### config.mk
export PLATFORM = sky130hd
export DESIGN_NAME = lsu_mem_initiator
export DESIGN_NICKNAME = d
export VERILOG_FILES = /design/src/rtl/lsu_pkg.sv /design/src/rtl/lsu_load_extend.sv /design/src/rtl/lsu_mem_initiator.sv
export SDC_FILE = /design/constraint.sdc
export NUM_CORES = 1
export LEC_CHECK = 0
export BUFFER_PORTS_ARGS = -buffer_cell sky130_fd_sc_hd__buf_4
export CAP_MARGIN = 30
export CORE_MARGIN = 2
export CORE_UTILIZATION = 49
export DETAILED_ROUTE_END_ITERATION = 12
export PLACE_DENSITY = 0.81
export SLEW_MARGIN = 5
export SYNTH_ARGS = -nofsm -noshare
export SYNTH_HDL_FRONTEND = slang
export SYNTH_SLANG_ARGS = --single-unit
export TNS_END_PERCENT = 50
### constraint.sdc
create_clock -name clk -period 3.2 [get_ports clk]
set_clock_uncertainty 0.2 [all_clocks]
set_input_delay 0.48 -clock clk [delete_from_list [all_inputs] [get_ports clk]]
set_output_delay 0.48 -clock clk [all_outputs]
set_load 0.01 [all_outputs]
### src/rtl/lsu_pkg.sv
// Shared LSU types: funct3 encodings, FSM state, captured request and access-size helper.
`ifndef MEM_DEPTH
`define MEM_DEPTH 524288
`endif

package lsu_pkg;

  localparam int LSU_AWIDTH = 32;
  localparam int LSU_DWIDTH = 32;

  localparam logic [2:0] F3_LB  = 3'b000;
  localparam logic [2:0] F3_LH  = 3'b001;
  localparam logic [2:0] F3_LW  = 3'b010;
  localparam logic [2:0] F3_LBU = 3'b100;
  localparam logic [2:0] F3_LHU = 3'b101;
  localparam logic [2:0] F3_SB  = 3'b000;
  localparam logic [2:0] F3_SH  = 3'b001;
  localparam logic [2:0] F3_SW  = 3'b010;

  typedef enum logic [1:0] {IDLE, ACCESS, RESP} lsu_state_e;

  typedef struct packed {
    logic                  we;
    logic [LSU_AWIDTH-1:0] addr;
    logic [LSU_DWIDTH-1:0] wdata;
    logic [2:0]            funct3;
  } lsu_req_t;

  function automatic logic [2:0] size_of(input logic [2:0] funct3);
    case (funct3[1:0])
      2'b00:   return 3'd1;
      2'b01:   return 3'd2;
      default: return 3'd4;
    endcase
  endfunction

endpackage

### src/rtl/lsu_load_extend.sv
// Sign/zero-extends little-endian assembled split-load bytes per the original load funct3; combinational.
// Only built with LSU_MISALIGN_SPLIT_EN, the one configuration that instantiates it.
`ifdef LSU_MISALIGN_SPLIT_EN
module lsu_load_extend
  import lsu_pkg::*;
#(
  parameter int DWIDTH = 32
) (
  input  logic [DWIDTH-1:0] raw,
  input  logic [2:0]        funct3,
  output logic [DWIDTH-1:0] result
);

  always_comb begin
    case (funct3)
      F3_LB:   result = {{(DWIDTH-8){raw[7]}}, raw[7:0]};
      F3_LH:   result = {{(DWIDTH-16){raw[15]}}, raw[15:0]};
      F3_LBU:  result = {{(DWIDTH-8){1'b0}}, raw[7:0]};
      F3_LHU:  result = {{(DWIDTH-16){1'b0}}, raw[15:0]};
      default: result = raw;
    endcase
  end

endmodule
`endif

### src/rtl/lsu_mem_initiator.sv
// Load/store initiator: one request per handshake, 1 access cycle (size cycles when split), response held until taken.
// LSU_MISALIGN_SPLIT_EN splits misaligned in-range H/W accesses into byte beats; otherwise they are errors.
module lsu_mem_initiator
  import lsu_pkg::*;
#(
  parameter int                 AWIDTH    = 32,
  parameter int                 DWIDTH    = 32,
  parameter logic [AWIDTH-1:0]  BASE_ADDR = 32'h0100_0000,
  parameter int unsigned        MEM_BYTES = `MEM_DEPTH / 8
) (
  input  logic              clk,
  input  logic              rst,
  input  logic              req_valid_i,
  output logic              req_ready_o,
  input  logic              req_we_i,
  input  logic [AWIDTH-1:0] req_addr_i,
  input  logic [DWIDTH-1:0] req_wdata_i,
  input  logic [2:0]        req_funct3_i,
  output logic              resp_valid_o,
  input  logic              resp_ready_i,
  output logic [DWIDTH-1:0] resp_rdata_o,
  output logic              resp_err_o,
  output logic [AWIDTH-1:0] mem_addr_o,
  output logic [DWIDTH-1:0] mem_data_o,
  output logic [2:0]        mem_funct3_o,
  output logic              mem_memren_o,
  output logic              mem_write_en_o,
  input  logic [DWIDTH-1:0] mem_data_i,
  output logic              busy_o
);

  lsu_state_e        state;
  lsu_req_t          req_q;
  logic [2:0]        in_size;
  logic              in_illegal, in_misalign, in_range_err, in_err;
  logic [AWIDTH:0]   in_end, mem_limit;
  logic [DWIDTH-1:0] load_rdata;

  // Range math is one bit wider so an access wrapping past 2^AWIDTH lands above the limit.
  always_comb begin
    in_size      = size_of(req_funct3_i);
    in_illegal   = req_we_i ? (req_funct3_i >= 3'b011)
                            : (req_funct3_i == 3'b011 || req_funct3_i[2:1] == 2'b11);
    in_misalign  = (in_size == 3'd2 && req_addr_i[0]) ||
                   (in_size == 3'd4 && req_addr_i[1:0] != 2'b00);
    in_end       = {1'b0, req_addr_i} + (AWIDTH+1)'(in_size);
    mem_limit    = {1'b0, BASE_ADDR} + (AWIDTH+1)'(MEM_BYTES);
    in_range_err = (req_addr_i < BASE_ADDR) || (in_end > mem_limit);
`ifdef LSU_MISALIGN_SPLIT_EN
    in_err       = in_illegal || in_range_err;
`else
    in_err       = in_illegal || in_range_err || in_misalign;
`endif
  end

`ifdef LSU_MISALIGN_SPLIT_EN
  logic              split_q;
  logic [1:0]        beat_q, beat_nxt, beat_last;
  logic [DWIDTH-1:0] asm_q, asm_nxt, split_rdata;

  always_comb begin
    beat_nxt  = beat_q + 2'd1;
    beat_last = 2'(size_of(req_q.funct3) - 3'd1);
    asm_nxt   = asm_q | (DWIDTH'(mem_data_i[7:0]) << {beat_q, 3'b000});
  end

  lsu_load_extend #(.DWIDTH(DWIDTH)) u_load_extend (
    .raw    (asm_nxt),
    .funct3 (req_q.funct3),
    .result (split_rdata)
  );

  assign load_rdata = split_q ? split_rdata : mem_data_i;
`else
  logic unused_req;
  assign unused_req = ^{req_q.addr, req_q.wdata, req_q.funct3};
  assign load_rdata = mem_data_i;
`endif

  always_ff @(posedge clk or negedge rst) begin
    if (!rst) begin
      state          <= IDLE;
      req_q          <= '0;
      req_ready_o    <= 1'b1;
      resp_valid_o   <= 1'b0;
      resp_rdata_o   <= '0;
      resp_err_o     <= 1'b0;
      mem_addr_o     <= '0;
      mem_data_o     <= '0;
      mem_funct3_o   <= '0;
      mem_memren_o   <= 1'b0;
      mem_write_en_o <= 1'b0;
      busy_o         <= 1'b0;
`ifdef LSU_MISALIGN_SPLIT_EN
      split_q        <= 1'b0;
      beat_q         <= '0;
      asm_q          <= '0;
`endif
    end else begin
      case (state)
        IDLE: if (req_valid_i) begin
          req_q       <= '{we: req_we_i, addr: req_addr_i, wdata: req_wdata_i, funct3: req_funct3_i};
          req_ready_o <= 1'b0;
          busy_o      <= 1'b1;
`ifdef LSU_MISALIGN_SPLIT_EN
          split_q     <= in_misalign;
          beat_q      <= '0;
          asm_q       <= '0;
`endif
          if (in_err) begin
            state        <= RESP;
            resp_valid_o <= 1'b1;
            resp_err_o   <= 1'b1;
            resp_rdata_o <= '0;
          end else begin
            state          <= ACCESS;
            mem_addr_o     <= req_addr_i;
            mem_memren_o   <= !req_we_i;
            mem_write_en_o <= req_we_i;
`ifdef LSU_MISALIGN_SPLIT_EN
            if (in_misalign) begin
              mem_funct3_o <= req_we_i ? F3_SB : F3_LBU;
              mem_data_o   <= DWIDTH'(req_wdata_i[7:0]);
            end else
`endif
            begin
              mem_funct3_o <= req_funct3_i;
              mem_data_o   <= req_wdata_i;
            end
          end
        end
        ACCESS: begin
`ifdef LSU_MISALIGN_SPLIT_EN
          if (split_q && beat_q != beat_last) begin
            beat_q     <= beat_nxt;
            asm_q      <= asm_nxt;
            mem_addr_o <= req_q.addr + AWIDTH'(beat_nxt);
            mem_data_o <= DWIDTH'(req_q.wdata[{beat_nxt, 3'b000} +: 8]);
          end else
`endif
          begin
            state          <= RESP;
            mem_addr_o     <= '0;
            mem_data_o     <= '0;
            mem_funct3_o   <= '0;
            mem_memren_o   <= 1'b0;
            mem_write_en_o <= 1'b0;
            resp_valid_o   <= 1'b1;
            resp_err_o     <= 1'b0;
            resp_rdata_o   <= req_q.we ? '0 : load_rdata;
          end
        end
        RESP: if (resp_ready_i) begin
          state        <= IDLE;
          resp_valid_o <= 1'b0;
          resp_err_o   <= 1'b0;
          resp_rdata_o <= '0;
          busy_o       <= 1'b0;
          req_ready_o  <= 1'b1;
        end
        default: state <= IDLE;
      endcase
    end
  end

endmodule
---- Yosys cells after proc, flatten, opt, wreduce, memory -nomap -nowiden ----
Index checks and enable logic that the tools add are counted.
operators by class
  add/subtract/negate cells ............... 1
  $mul .................................... 0
  div/mod/pow operators ................... 0
  $lt $le $gt $ge ......................... 3
  equality and inequality tests ........... 11
  shifts and indexed selects .............. 0
  muxes and demuxes ....................... 36
  bitwise gates (word level) .............. 0
  reductions and logical operators ........ 19
operators with widths
  cell                    number
  $mux W32                8
  $pmux W32 S2            2
  $pmux W32 S3            1
  $add A32 B3 Y33         1
  $gt A33 B25 Y1 const B  1
  $lt A32 B25 Y1 const B  1
  $pmux W3 S2             2
  $mux W1                 11
  $ne A2 B2 Y1 const B    4
  $pmux W1 S2             4
  $eq A3 B2 Y1 const B    2
  $mux W2                 3
  $mux W3                 2
  $pmux W1 S3             2
  $pmux W2 S3             1
  $reduce_and A3 Y1       2
  $reduce_bool A2 Y1      3
  $logic_or A1 B1 Y1      5
  $eq A2 B1 Y1 const B    2
  $eq A2 B2 Y1 const B    2
  $logic_not A2 Y1        2
  $reduce_and A2 Y1       2
  $reduce_and A4 Y1       1
  $eq A3 B3 Y1 const B    1
  4 further kinds         5
storage, ports and cells
  register bits ........................... 108
  bits in latches ......................... 0
  memory bits (writable) .................. 0
  ROM bits ................................ 0
  bits of input ports ..................... 104
  logic and storage cells ................. 82
  memories ................................ 0

---- Longest topological paths before layout ----
  depth in word-level cells ............... 10
  mapped depth ............................ 13
  depth with buffers taken out ............ 11

---- Worst setup path after synthesis ----
No wires, ideal clock.
  path type ............................... input to register
  start ................................... input req_funct3_i[1]
  end ..................................... register resp_valid_o
  library setup time ...................... 0.128 ns
  arrival time ............................ 3.207 ns
  path slack .............................. -0.334 ns
  stages .................................. 10
  path through ............................ clkbuf_1 -> ha_1 -> o2111ai_1 -> or3_4 -> nor4_4 -> nand3_1 -> a2111oi_4 -> nand4_1 -> o21ai_2 -> mux2_1
on the way
  cells in the longest elaborated chain, start to end .. 9
  elaborated cells on any way between the ends .. 20
  classes of those cells .................. add/sub (1); order compare (2); eq/ne (6); mux (2); reduce/logical (9)
ends and longest elaborated chain
  element                                           RTL line                  RTL
  start: declaration                                lsu_mem_initiator.sv:18   input logic [2:0] req_funct3_i,
  $eq A2 B1 Y1 or $logic_not A2 Y1 (tied branches)  lsu_pkg.sv:30             case (funct3[1:0])
  $pmux W3 S2                                       lsu_pkg.sv:30
  $add A32 B3 Y33                                   lsu_mem_initiator.sv:46   in_end = {1'b0, req_addr_i} + (AWIDTH+1)'(in_size);
  $gt A33 B25 Y1                                    lsu_mem_initiator.sv:48   in_range_err = (req_addr_i < BASE_ADDR) || (in_end > mem_limit);
  $logic_or A1 B1 Y1                                lsu_mem_initiator.sv:48
  $logic_or A1 B1 Y1                                lsu_mem_initiator.sv:52   in_err = in_illegal || in_range_err || in_misalign;
  $logic_or A1 B1 Y1 (*)                            lsu_mem_initiator.sv:52
  $ne A2 B2 Y1 (no source line) (*)                 n/a
  $reduce_and A4 Y1 (no source line) (*)            n/a
  end signal: assignment                            lsu_mem_initiator.sv:85   resp_valid_o <= 1'b0;
  end signal: assignment                            lsu_mem_initiator.sv:112  resp_valid_o <= 1'b1;
  end signal: assignment                            lsu_mem_initiator.sv:148  resp_valid_o <= 1'b1;
  end: declaration                                  lsu_mem_initiator.sv:19   output logic resp_valid_o,
Mark *: on every way between the ends. The rest lies on a longest branch, timed or not.
A chain may end at the register's enable or synchronous reset.

---- Worst setup path after layout ----
  start ................................... input req_funct3_i[1]
  end ..................................... register mem_data_o[29]
on the way
  cells in the longest elaborated chain, start to end .. 9
  elaborated cells on any way between the ends .. 20
  classes of those cells .................. add/sub (1); order compare (2); eq/ne (6); mux (2); reduce/logical (9)
ends and longest elaborated chain
  element                                           RTL line                  RTL
  $eq A2 B1 Y1 or $logic_not A2 Y1 (tied branches)  lsu_pkg.sv:30
  $pmux W3 S2                                       lsu_pkg.sv:30
  $add A32 B3 Y33                                   lsu_mem_initiator.sv:46
  $gt A33 B25 Y1                                    lsu_mem_initiator.sv:48
  $logic_or A1 B1 Y1                                lsu_mem_initiator.sv:48
  $logic_or A1 B1 Y1                                lsu_mem_initiator.sv:52
  $logic_or A1 B1 Y1 (*)                            lsu_mem_initiator.sv:52
  $ne A2 B2 Y1 (no source line) (*)                 n/a
  $reduce_and A3 Y1 (no source line) (*)            n/a
  end signal: assignment                            lsu_mem_initiator.sv:128  mem_data_o <= req_wdata_i;
  end: declaration                                  lsu_mem_initiator.sv:24   output logic [DWIDTH-1:0] mem_data_o,
Marked as above.

==> out/summary.json <==
{
  "yosys": {
    "synth_fa_ha_area_frac": 0.0180,
    "synth-xor-area-share": 0.00828,
    "netlist_area_um2": 5290,
    "post_synth.cell_area_avg_um2": 10.2,
    "post_synth_inst_count": 519,
    "postSynth.topFlopCell": "dfrtp_1",
    "synth-simple-area-share": 0.226,
    "post_synthesis_compound_gate_area_fraction": 0.187,
    "synth.area.mux_share": 0.0118,
    "asyncSetResetFlopFracSynth": 1.00,
    "synth-edff-count": 0,
    "yosysSeqAreaShare": 0.511,
    "syn-num-nets": 630,
    "ys_seq_elements": 108,
    "ys.warnings.count": 0,
    "yosysUniqueCellTypes": 60,
    "combinational_family_with_the_most_area_after_synthesis": "simple AND/OR/NAND/NOR gates"
  },
  "clock_network": {
    "cts_buffer_depth": 2,
    "worstSkewPairLatency_ns": 0.36,
    "clock-sinks": 108,
    "cts.root.buffer_cell": "clkbuf_8",
    "htree_num_levels": 3,
    "tritoncts_clock_tree": "built",
    "numCtsBuffers": 9,
    "cts.reportedPaths.clkPinSlew_ns": 0.10
  },
  "die": {
    "floorplan.die_area_um2": 11600,
    "core_area_um2": 10400,
    "initial_standard_cell_utilization_of_the_core": 0.508,
    "die_height_um": 108,
    "placementRows": 37,
    "chipWidth_um": 108,
    "pin_count": 209
  },
  "critical_path": {
    "critical_path.slowest_cell": "or3_4",
    "path_buf_inv": 5,
    "critical-path-top-delay-family": "buffers and inverters",
    "critical_path.reg2reg.startpoint": "state[1]",
    "r2r_setup_slack_ns": 0.81,
    "criticalPathCategory": "in2reg",
    "crit_chain": "buf_8, buf_4, ha_4, o2111ai_4, or3_4, nor3_2, mux2i_1, a2111oi_4, buf_4, nand4_4, buf_6, clkbuf_16, o21ai_0",
    "critical_path_depth": 13,
    "regToRegEndpoint": "mem_data_o[29]",
    "timing.critical_path.mode_cell": "buf_4",
    "crit_arrival_ns": 3.29,
    "start_kind": "input port",
    "path_max_fanout": 31,
    "critical_path.endpoint_type": "flop",
    "timing.critical_path.required_ns": 3.28,
    "longest_individual_stage_delay_on_the_worst_path_ns": 0.45,
    "rr_worst_depth": 8
  },
  "power_and_ir_drop": {
    "p_seq_frac": 0.458,
    "pwr-share-comb": 0.268,
    "worst_ir_drop_vdd_uv": 318,
    "static_leakage_power_nw": 3.93,
    "power.density_cell_area_nw_per_um2": 398,
    "cellInternalPower_w": 0.00225,
    "total_switching_power_w": 0.000924,
    "p_clk_frac": 0.273,
    "power.switching_fraction": 0.291
  },
  "final_layout": {
    "post_layout_nonfiller_instances": 909,
    "num_antenna_cells": 0,
    "synthToLayoutAreaGrowth_pct": 51.1,
    "final_layout_size_suffix_gt1_frac": 0.424,
    "filler_cell_count": 731,
    "sequential_cell_area_um2": 2700,
    "final_cell_mix": "buf_4 (258), dfrtp_1 (107), nand3_1 (68)",
    "final_common_cell": "buf_4",
    "layout.nets": 879,
    "multi_input_logic_area_um2": 2580
  },
  "outcome": {
    "violations": "negative setup slack",
    "run_status": "finished, violations left"
  },
  "run": {
    "maxCapViolations": 0
  },
  "timing": {
    "tightest_slew_ns": 0.702,
    "fmaxAchievable_mhz": 311,
    "fin_crit_ns": 3.21,
    "slew_headroom": 0.532,
    "endpoints_failing_hold": 0,
    "rsz0062_at_grt": "true",
    "timing_max_transition_violations_final": 0,
    "finalWorstSetupSlack_ns": -0.0123,
    "finalSetupViolCount": 1,
    "totalNegativeSetupSlack_ns": -0.0123,
    "post-route-period-util": 1.00
  },
  "placement": {
    "hpwl_mm": 11.6,
    "dp_cells": 875,
    "globalplace.congestion": 0.882,
    "place.port_buffers": 208
  },
  "detailed_routing": {
    "drt_first_iter_violations": 414,
    "routed_wirelength_mm": 17.0,
    "detail_route.vias_per_cell": 5.85,
    "drt_pre_antenna_iters": 4,
    "drt-wirelength-per-cell_um": 18.7,
    "detail-route-antenna-nets": 0,
    "drc": 0,
    "num_vias": 5316
  },
  "worst_hold_path": {
    "hold_path.startpoint": "req_we_i",
    "hold_path_end": "mem_memren_o",
    "class_of_the_tightest_hold_or_removal_check": "in2reg",
    "min_delay_path_depth": 2
  },
  "grt": {
    "grt_antenna_before_repair": 0,
    "grt_overflow": 0,
    "grt_first_pass_wirelength_mm": 24.7,
    "grt_start_max_net_pins": 70,
    "grt_util_all_layers": 0.269,
    "number_of_global_route_vias_before_repair": 4988
  }
}
-- through the flow --
step           power, W   util  setup WS, ns  cell area (um^2)  hold slack [ns]
2_1_floorplan   0.00178      -        -0.108              5380          -0.0156
3_3_place_gp    0.00209  0.706        -0.325              7360            0.274
3_5_place_dp    0.00213  0.706        -0.395              7360            0.281
4_1_cts         0.00299  0.728       0.00291              7580            0.108
5_1_grt         0.00331  0.767        -0.137              7990            0.137
6_report        0.00318  0.767       -0.0123              7990            0.129
-- synthesized netlist by cell type, types with 2 or more instances --
cell type	count	area (um^2)
a211oi_1	2	15.0
a21oi_1	9	45.0
a221oi_1	2	17.5
a31oi_1	3	18.8
a32o_1	32	320
and3_1	9	56.3
and4_1	3	26.3
buf_1	6	22.5
buf_2	6	30.0
buf_4	3	22.5
clkbuf_1	23	86.3
dfrtp_1	107	2680
ha_1	6	75.1
inv_1	8	30.0
mux2i_1	4	40.0
nand2_1	19	71.3
nand2b_1	54	338
nand3_1	70	350
nand4_1	7	43.8
nor2_1	10	37.5
nor2b_1	3	18.8
nor3_1	7	35.0
nor3b_1	3	22.5
nor4_1	9	56.3
nor4b_1	2	17.5
o2111ai_1	4	35.0
o211ai_1	2	15.0
o21a_1	2	15.0
o21ai_0	58	290
o22ai_1	3	18.8
o31a_1	2	17.5
o31ai_1	7	52.6
or3_1	4	25.0
xnor2_1	3	26.3
xor2_1	2	17.5
-- layout make-up --
type,count,area share
timing repair buffer,277,0.288
inverter,8,0.00376
clock buffer,11,0.0189
sequential,108,0.338
tap,136,0.0213
clock inverter,5,0.00720
multi-input combinational,364,0.323
-- power by group through the flow --
stage               Combinational [W]  Clock (W)  Sequential, W
floorplan                    0.000293          0        0.00149
global placement             0.000618          0        0.00148
detailed placement           0.000648          0        0.00148
CTS                          0.000651   0.000881        0.00145
global route                 0.000916   0.000938        0.00146
finish                       0.000852   0.000869        0.00146
-- worst max-delay path by stage --
stage,start,to,slack [ns]
after global placement,req_funct3_i[1],resp_valid_o,-0.33
after detailed placement,req_funct3_i[1],mem_data_o[31],-0.40
after floorplan,req_funct3_i[1],resp_valid_o,-0.11
final,req_funct3_i[1],mem_data_o[29],-0.01
after CTS,req_funct3_i[0],mem_data_o[9],0.003
after global routing,req_funct3_i[1],mem_data_o[29],-0.14
-- registers in the layout (all words and copies together) (netlist names) --
name and cells:
mem_addr_o 32, mem_data_o 32, resp_rdata_o 32, mem_funct3_o 3
state 2, busy_o 1, mem_memren_o 1, mem_write_en_o 1
req_q 1, req_ready_o 1, resp_err_o 1, resp_valid_o 1
-- cell families after synthesis --
family          Yosys count
fa+ha+maj                 7
xor+xnor                  5
buf+inv                  47
compound gates          138
flops                   108
mux                       6
simple gates            208
-- layer usage --
layer,global-route usage,vias up,share of wire
met5,0,-,0
met4,0.0852,0,0.023
met3,0.0430,30,0.060
met2,0.462,229,0.51
met1,0.347,2606,0.41
li1,-,2451,-
-- repair_timing --
action / CTS / global route
hold buffers: 1 / 0
endpoints found under the setup margin: 2 / 67
gates cloned: 0 / 7
endpoints found under the hold margin: 53 / 0
setup buffers: 0 / 10
resized for setup: 2 / 57
pin swaps: 0 / 33
Power figures use the tool's default switching activity.
